[src/rtl/matrix_mult_sequencer.sv]
// matrix_mult_sequencer: sequences one C = A x B multiply over a shared
// two-operand read port. It walks i (row of C), j (column of C) and k (inner
// index), accumulates signed products and emits one write per element of C.
// Optional build macro: MATRIX_SEQ_SATURATE_EN. When it is defined, results
// saturate to the signed SIZE_VALUE range. When it is not defined, results
// wrap to the low SIZE_VALUE bits.
module matrix_mult_sequencer #(
    parameter int WIDTH_LEN  = 3,
    parameter int SIZE_VALUE = 16,
    parameter int ACC_WIDTH  = 2*SIZE_VALUE+WIDTH_LEN
) (
    input  logic                         clk,
    input  logic                         rst,
    input  logic                         start,
    input  logic [WIDTH_LEN-1:0]         m_last,
    input  logic [WIDTH_LEN-1:0]         n_last,
    input  logic [WIDTH_LEN-1:0]         p_last,
    output logic                         busy,
    output logic                         done,
    output logic                         rd_en,
    output logic [WIDTH_LEN-1:0]         rx1,
    output logic [WIDTH_LEN-1:0]         ry1,
    input  logic signed [SIZE_VALUE-1:0] rd_data1,
    output logic [WIDTH_LEN-1:0]         rx2,
    output logic [WIDTH_LEN-1:0]         ry2,
    input  logic signed [SIZE_VALUE-1:0] rd_data2,
    output logic                         wr_en,
    output logic [WIDTH_LEN-1:0]         wx,
    output logic [WIDTH_LEN-1:0]         wy,
    output logic signed [SIZE_VALUE-1:0] wr_data
);

    typedef enum logic [2:0] {
        S_IDLE,
        S_RUN,
        S_FLUSH,
        S_WRITE,
        S_DONE
    } state_t;

    state_t                       state_q, state_d;
    logic [WIDTH_LEN-1:0]         i_q, i_d;
    logic [WIDTH_LEN-1:0]         j_q, j_d;
    logic [WIDTH_LEN-1:0]         k_q, k_d;
    logic [WIDTH_LEN-1:0]         m_q, m_d;
    logic [WIDTH_LEN-1:0]         n_q, n_d;
    logic [WIDTH_LEN-1:0]         p_q, p_d;
    logic signed [ACC_WIDTH-1:0]  acc_q, acc_d;
    logic                         mac_valid_q;

    logic signed [2*SIZE_VALUE-1:0] prod;
    logic signed [ACC_WIDTH-1:0]    prod_ext;
    logic signed [SIZE_VALUE-1:0]   acc_conv;

    assign prod     = rd_data1 * rd_data2;
    assign prod_ext = ACC_WIDTH'(prod);

`ifdef MATRIX_SEQ_SATURATE_EN
    localparam logic signed [ACC_WIDTH-1:0] SAT_MAX =
        {{(ACC_WIDTH-SIZE_VALUE+1){1'b0}}, {(SIZE_VALUE-1){1'b1}}};
    localparam logic signed [ACC_WIDTH-1:0] SAT_MIN =
        {{(ACC_WIDTH-SIZE_VALUE+1){1'b1}}, {(SIZE_VALUE-1){1'b0}}};

    // Clamp the accumulator into the signed result range
    always_comb begin
        if (acc_q > SAT_MAX) begin
            acc_conv = SAT_MAX[SIZE_VALUE-1:0];
        end else if (acc_q < SAT_MIN) begin
            acc_conv = SAT_MIN[SIZE_VALUE-1:0];
        end else begin
            acc_conv = acc_q[SIZE_VALUE-1:0];
        end
    end
`else
    assign acc_conv = acc_q[SIZE_VALUE-1:0];
`endif

    // State, loop counters, latched dimensions, accumulator and MAC pipeline
    always_ff @(posedge clk or posedge rst) begin
        if (rst) begin
            state_q     <= S_IDLE;
            i_q         <= '0;
            j_q         <= '0;
            k_q         <= '0;
            m_q         <= '0;
            n_q         <= '0;
            p_q         <= '0;
            acc_q       <= '0;
            mac_valid_q <= 1'b0;
        end else begin
            state_q     <= state_d;
            i_q         <= i_d;
            j_q         <= j_d;
            k_q         <= k_d;
            m_q         <= m_d;
            n_q         <= n_d;
            p_q         <= p_d;
            acc_q       <= acc_d;
            mac_valid_q <= rd_en;
        end
    end

    // Next-state, loop walk and accumulate; outputs are decoded from state
    always_comb begin
        state_d = state_q;
        i_d     = i_q;
        j_d     = j_q;
        k_d     = k_q;
        m_d     = m_q;
        n_d     = n_q;
        p_d     = p_q;
        acc_d   = acc_q;
        busy    = 1'b0;
        done    = 1'b0;
        rd_en   = 1'b0;
        rx1     = '0;
        ry1     = '0;
        rx2     = '0;
        ry2     = '0;
        wr_en   = 1'b0;
        wx      = '0;
        wy      = '0;
        wr_data = '0;

        // Operand data arrives one cycle after its read.
        if (mac_valid_q) begin
            acc_d = acc_q + prod_ext;
        end

        case (state_q)
            S_IDLE: begin
                if (start) begin
                    m_d     = m_last;
                    n_d     = n_last;
                    p_d     = p_last;
                    i_d     = '0;
                    j_d     = '0;
                    k_d     = '0;
                    acc_d   = '0;
                    state_d = S_RUN;
                end
            end
            S_RUN: begin
                busy  = 1'b1;
                rd_en = 1'b1;
                rx1   = k_q;
                ry1   = i_q;
                rx2   = j_q;
                ry2   = k_q;
                if (k_q == n_q) begin
                    state_d = S_FLUSH;
                end else begin
                    k_d = k_q + 1'b1;
                end
            end
            S_FLUSH: begin
                busy    = 1'b1;
                state_d = S_WRITE;
            end
            S_WRITE: begin
                busy    = 1'b1;
                wr_en   = 1'b1;
                wx      = j_q;
                wy      = i_q;
                wr_data = acc_conv;
                acc_d   = '0;
                if (i_q == m_q && j_q == p_q) begin
                    state_d = S_DONE;
                end else begin
                    k_d     = '0;
                    state_d = S_RUN;
                    if (j_q == p_q) begin
                        j_d = '0;
                        i_d = i_q + 1'b1;
                    end else begin
                        j_d = j_q + 1'b1;
                    end
                end
            end
            S_DONE: begin
                done    = 1'b1;
                state_d = S_IDLE;
            end
            default: begin
                state_d = S_IDLE;
            end
        endcase
    end

endmodule

[config.mk]
export PLATFORM = sky130hd
export DESIGN_NAME = matrix_mult_sequencer
export DESIGN_NICKNAME = d
export VERILOG_FILES = /design/src/rtl/matrix_mult_sequencer.sv
export SDC_FILE = /design/constraint.sdc
export NUM_CORES = 1
export LEC_CHECK = 0
export BUFFER_PORTS_ARGS = -buffer_cell sky130_fd_sc_hd__buf_2
export CORE_UTILIZATION = 55
export CTS_CLUSTER_DIAMETER = 40
export DETAILED_ROUTE_END_ITERATION = 8
export GPL_TIMING_DRIVEN = 0
export PLACE_DENSITY_LB_ADDON = 0.08
export SLEW_MARGIN = 10
export SYNTH_ARGS = -nofsm -noshare
export SYNTH_HDL_FRONTEND = slang
export SYNTH_SLANG_ARGS = --single-unit
[constraint.sdc]
create_clock -name clk -period 3.83 [get_ports clk]
set_input_delay 0.766 -clock clk [delete_from_list [all_inputs] [get_ports clk]]
set_output_delay 0.766 -clock clk [all_outputs]
set_load 0.02 [all_outputs]
# After elaboration in Yosys (flattened, before gate mapping)
# Cells that the tools add are included.
[totals]
reg_bits = 57
latch_bits = 0
mem_bits_rw = 0
mem_bits_ro = 0
input_bits = 44
elab_cells = 63
mem_count = 0
[op_classes]
n_addsub = 4
mul = 1
n_div = 0
order_cmp = 0
eq_ne = 12
n_shift = 0
muxes = 27
n_bitwise = 0
n_reduce_logical = 10
[op_table]
columns = ["op", "count"]
rows = [
  ["$mux W35", 2],
  ["$pmux W35 S2", 1],
  ["$mux W3", 15],
  ["$add A35 B32 Y35", 1],
  ["$mul A16 B16 Y32", 1],
  ["$mux W16", 1],
  ["$pmux W3 S2", 2],
  ["$pmux W3 S4", 1],
  ["$ne A2 B2 Y1 const B", 5],
  ["$add A3 B1 Y3 const B", 3],
  ["$eq A3 B3 Y1", 3],
  ["$pmux W3 S3", 1],
  ["$reduce_and A4 Y1", 2],
  ["$eq A3 B2 Y1 const B", 2],
  ["$mux W1", 4],
  ["$reduce_and A2 Y1", 2],
  ["$eq A3 B1 Y1 const B", 1],
  ["$eq A3 B3 Y1 const B", 1],
  ["$logic_not A3 Y1", 1],
  ["$reduce_and A3 Y1", 1],
  ["$reduce_bool A3 Y1", 1],
  ["$reduce_or A3 Y1", 1],
  ["$reduce_bool A2 Y1", 1],
  ["$logic_and A1 B1 Y1", 1],
]

# Longest topological paths before layout
[depth]
ltp_word = 5
depth_mapped = 21
depth_no_buf = 20

# Least setup slack after synthesis
# OpenSTA, ideal clock, no wires.
[synth_timing]
path_kind = "input-to-reg"
start = "input port rd_data1[5]"
end = "register acc_q[15]"
setup_ps = 141
arrival_ps = 5363
required_time_ps = 3689
slack_ps = -1674
cell_stages = 17
n_path_buf = 1
cell_sequence = "clkbuf_1 > nand2_1 > fa_1 > inv_1 > fa_1 > inv_1 > fa_1 > fa_1 > fa_1 > fa_1 > xnor2_1 > xnor2_1 > xnor2_1 > xnor3_1 > xnor3_1 > xnor2_1 > a21oi_1"
[synth_between]
elab_chain_len = 5
[synth_lines]
columns = ["element", "line_no", "rtl"]
rows = [
  ["start, declared", "23", "input logic signed [SIZE_VALUE-1:0] rd_data1,"],
  ["$mul A16 B16 Y32 *", "55", "assign prod = rd_data1 * rd_data2;"],
  ["$add A35 B32 Y35 *", "127", "acc_d = acc_q + prod_ext;"],
  ["$mux W35 *", "126", "if (mac_valid_q) begin"],
  ["$mux W35", "132", "if (start) begin"],
  ["$pmux W35 S2 *", "130", "case (state_q)"],
  ["via acc_d[15]", "48", "logic signed [ACC_WIDTH-1:0] acc_q, acc_d;"],
  ["end signal, assigned", "88", "acc_q <= '0;"],
  ["end signal, assigned", "98", "acc_q <= acc_d;"],
  ["end, declared", "48", ""],
]
# The timed path passes the listed nets; every way through them passes the cells marked *.
# A chain may end at the register's enable or synchronous reset.

# Final worst setup path
[layout_timing]
start = "input port rd_data2[3]"
end = "register acc_q[13]"
[layout_between]
elab_chain_len = 5
[layout_lines]
columns = ["element", "line_no", "rtl"]
rows = [
  ["start, declared", "26", "input logic signed [SIZE_VALUE-1:0] rd_data2,"],
  ["$mul A16 B16 Y32 *", "55", ""],
  ["$add A35 B32 Y35 *", "127", ""],
  ["$mux W35 *", "126", ""],
  ["$mux W35", "132", ""],
  ["$pmux W35 S2 *", "130", ""],
  ["via acc_d[13]", "48", ""],
]
# Marked as above.

==> reports/qor.yml <==
clock_tree:
  htreeDepth: 2
  clk_latency_ns: 0.28
  cts_buffers: 5
  clockBufferDepth: 2
  clk_pin_slew_ns: 0.06
  cts_sinks: 38
  cts_tree: "yes"
  cts_hold_buf: 0
  root_buffer: "clkbuf_16"
run:
  max_cap_violations: 0
yosys:
  yosys.area.top_type_share_pct: 27.9
  async_flop_share_pct: 100
  yosysWarnings: 0
  ys_ff_latch: 38
  post-synth-top-count-cell: "inv_1"
  synth-edff-count: 0
  ys_seq_area_share_pct: 14.2
  yosysUniqueCellTypes: 37
  synth_area_per_cell_um2: 8.86
  ys_top_cells_by_count: "inv_1 (182), and2_1 (111), fa_1 (93)"
  synth_area_leader_cell: "fa_1"
  synth_flop_cell: "dfrtp_1"
  synthCells: 754
  synthesis.nets: 960
  synth_top_cells_by_area: "fa_1 (28%), dfrtp_1 (14%), ha_1 (13%)"
  netlist_area_um2: 6680
drt:
  first_iter_violations: 216
  drt-pass1-iter-count: 6
  routed_wl_mm: 16.9
  wire_per_inst_um: 16.9
  drc: 4
  via_count: 5224
  vias_per_cell: 5.21
  drtAntennaViolNets: 0
timing:
  finClkSkew_ns: 0.00580
  slew_viol_final: 0
  setup-violations-final: 12
  setup_tns_ns: -10.68
  period_minus_slack_ns: 5.28
  min_period_over_period_pct: 138
  timing.fmax_ghz: 0.189
  relSlewSlack_pct: 45.1
  whs_ns: 0.526
  hold_viol: 0
  rsz0062_at_grt: "true"
  tightest_slew_ns: 0.822
  fin_ws_ns: -1.45
critical_path:
  cp.required_ns: 3.98
  crit_type: "in -> reg"
  crit_path_end_kind: "flip-flop"
  crit_fanout: 5
  critPathLaunchType: "input pin"
  cp_data_arrival_time_ns: 5.43
floorplanning:
  die_area_um2: 12600
  initial_core_util_pct: 57.5
  fp-row-count: 39
  die_y_um: 112
  core_region_area_um2: 11600
  chipWidth_um: 112
  io_pins: 82
finish:
  fin_nets: 1065
  drive_gt1_share_pct: 26.8
  area_growth_pct: 23.4
  fill_cells: 898
  n_antenna_cell: 0
  fin_util_pct: 71.0
grt:
  grt_max_degree: 39
  grt_overflow: 0
  grt_pass1_wl_mm: 27.9
  grt.total_usage_pct: 28.7
  antenna_found_initial: 0
  grt_pass1_vias: 5747
placement:
  dp_hpwl_mm: 13.3
  gp_congestion: 0.853
  port_buffers: 80
min_path:
  hold_path_class: "reg -> reg"
status:
  status: "complete, but fails checks"
  violations: "design-rule violations, negative setup slack"
==> placed cells by master, fill, tap and decap left out, drive strengths merged, types with 5 or more instances in the layout <==
master | synthesis | layout
a21oi | 12 | 12
nor2 | 27 | 27
dfrtp | 38 | 38
xor2 | 12 | 12
clkbuf | 22 | 24
buf | 3 | 105
fa | 93 | 93
nand3 | 5 | 5
mux2i | 13 | 13
nand2b | 5 | 5
o21ai | 17 | 17
inv | 182 | 182
xnor2 | 37 | 37
ha | 69 | 69
nand2 | 58 | 58
and2 | 118 | 118
mux2 | 9 | 9
==> worst paths after layout <==
check,end,cells past startpoint,slack (ns),start
setup / recovery,acc_q[13],20,-1.45,rd_data2[3]
hold / removal,n_q[2],1,0.53,n_q[2]
setup reg to reg,acc_q[11],18,-0.45,acc_q[3]
hold reg to reg,n_q[2],1,0.53,n_q[2]
max in group asynchronous,acc_q[13],2,2.67,rst
min in group asynchronous,acc_q[4],2,0.65,rst
==> cell families after synthesis <==
kind of cell | synth area share (%)
and+or+nand+nor | 18.1
buffers and inverters | 11.8
adders and majority gates | 40.8
xor gates and xnor gates | 7.21
AOI/OAI and AO/OA | 4.33
DFF | 14.2
muxes | 3.47
==> state kept, by name, summed over array words and instances, names as in the netlist <==
| signal | flops |
|---|---|
| state_q | 3 |
| p_q | 3 |
| mac_valid_q | 1 |
| m_q | 3 |
| n_q | 3 |
| j_q | 3 |
| i_q | 3 |
| acc_q | 16 |
| k_q | 3 |
==> what timing repair did <==
action,CTS,global route
setup endpoints to repair,12,12
gates cloned,0,1
setup buffers,11,8
pin swaps,40,52
gates resized for setup,49,38
==> area by class of cell <==
type | instances | area [um2] | share of cell area (%)
well taps | 143 | 179 | 2.17
flip-flops and latches | 38 | 951 | 11.5
multi-input cells | 509 | 5340 | 64.8
inverters | 182 | 683 | 8.29
clock buffers | 6 | 139 | 1.68
clock inverters | 1 | 30.0 | 0.364
repair buffers | 100 | 697 | 8.45
plain buffers | 23 | 226 | 2.75
==> metal layers <==
| metal | track usage, % | wire [um] | vias to the layer above |
|---|---|---|---|
| met5 | 0 | 0 | - |
| met1 | 35.9 | 7090 | 2594 |
| li1 | - | - | 2453 |
| met4 | 7.29 | 231 | 0 |
| met2 | 51.5 | 8570 | 161 |
| met3 | 5.08 | 1040 | 16 |
==> through the flow <==
stage,instance area [um2],worst slack (ns),std cells
finish,8240,-1.45,1002
global route,8240,-1.61,1002
CTS,8030,-1.48,993
detailed placement,7580,-1.83,977
global placement,7580,-1.81,977
floorplan,7000,-1.33,754
==> worst max-delay path, stage by stage <==
cell      delay [ns]
buf_12          0.11
buf_8           0.12
and2_4          0.13
fa_1            0.53
inv_2           0.05
fa_1            0.56
fa_1            0.45
fa_1            0.54
inv_2           0.04
fa_1            0.53
inv_2           0.05
fa_1            0.49
inv_2           0.05
ha_4            0.22
nor2b_1         0.13
o21ai_1         0.16
nand3b_1        0.12
xor2_1          0.18
mux2i_1         0.14
nor2_1          0.06
Power is left out: the tool's default activity adds up to more than one toggle a clock period on the data nets, which glitch-free logic cannot reach.
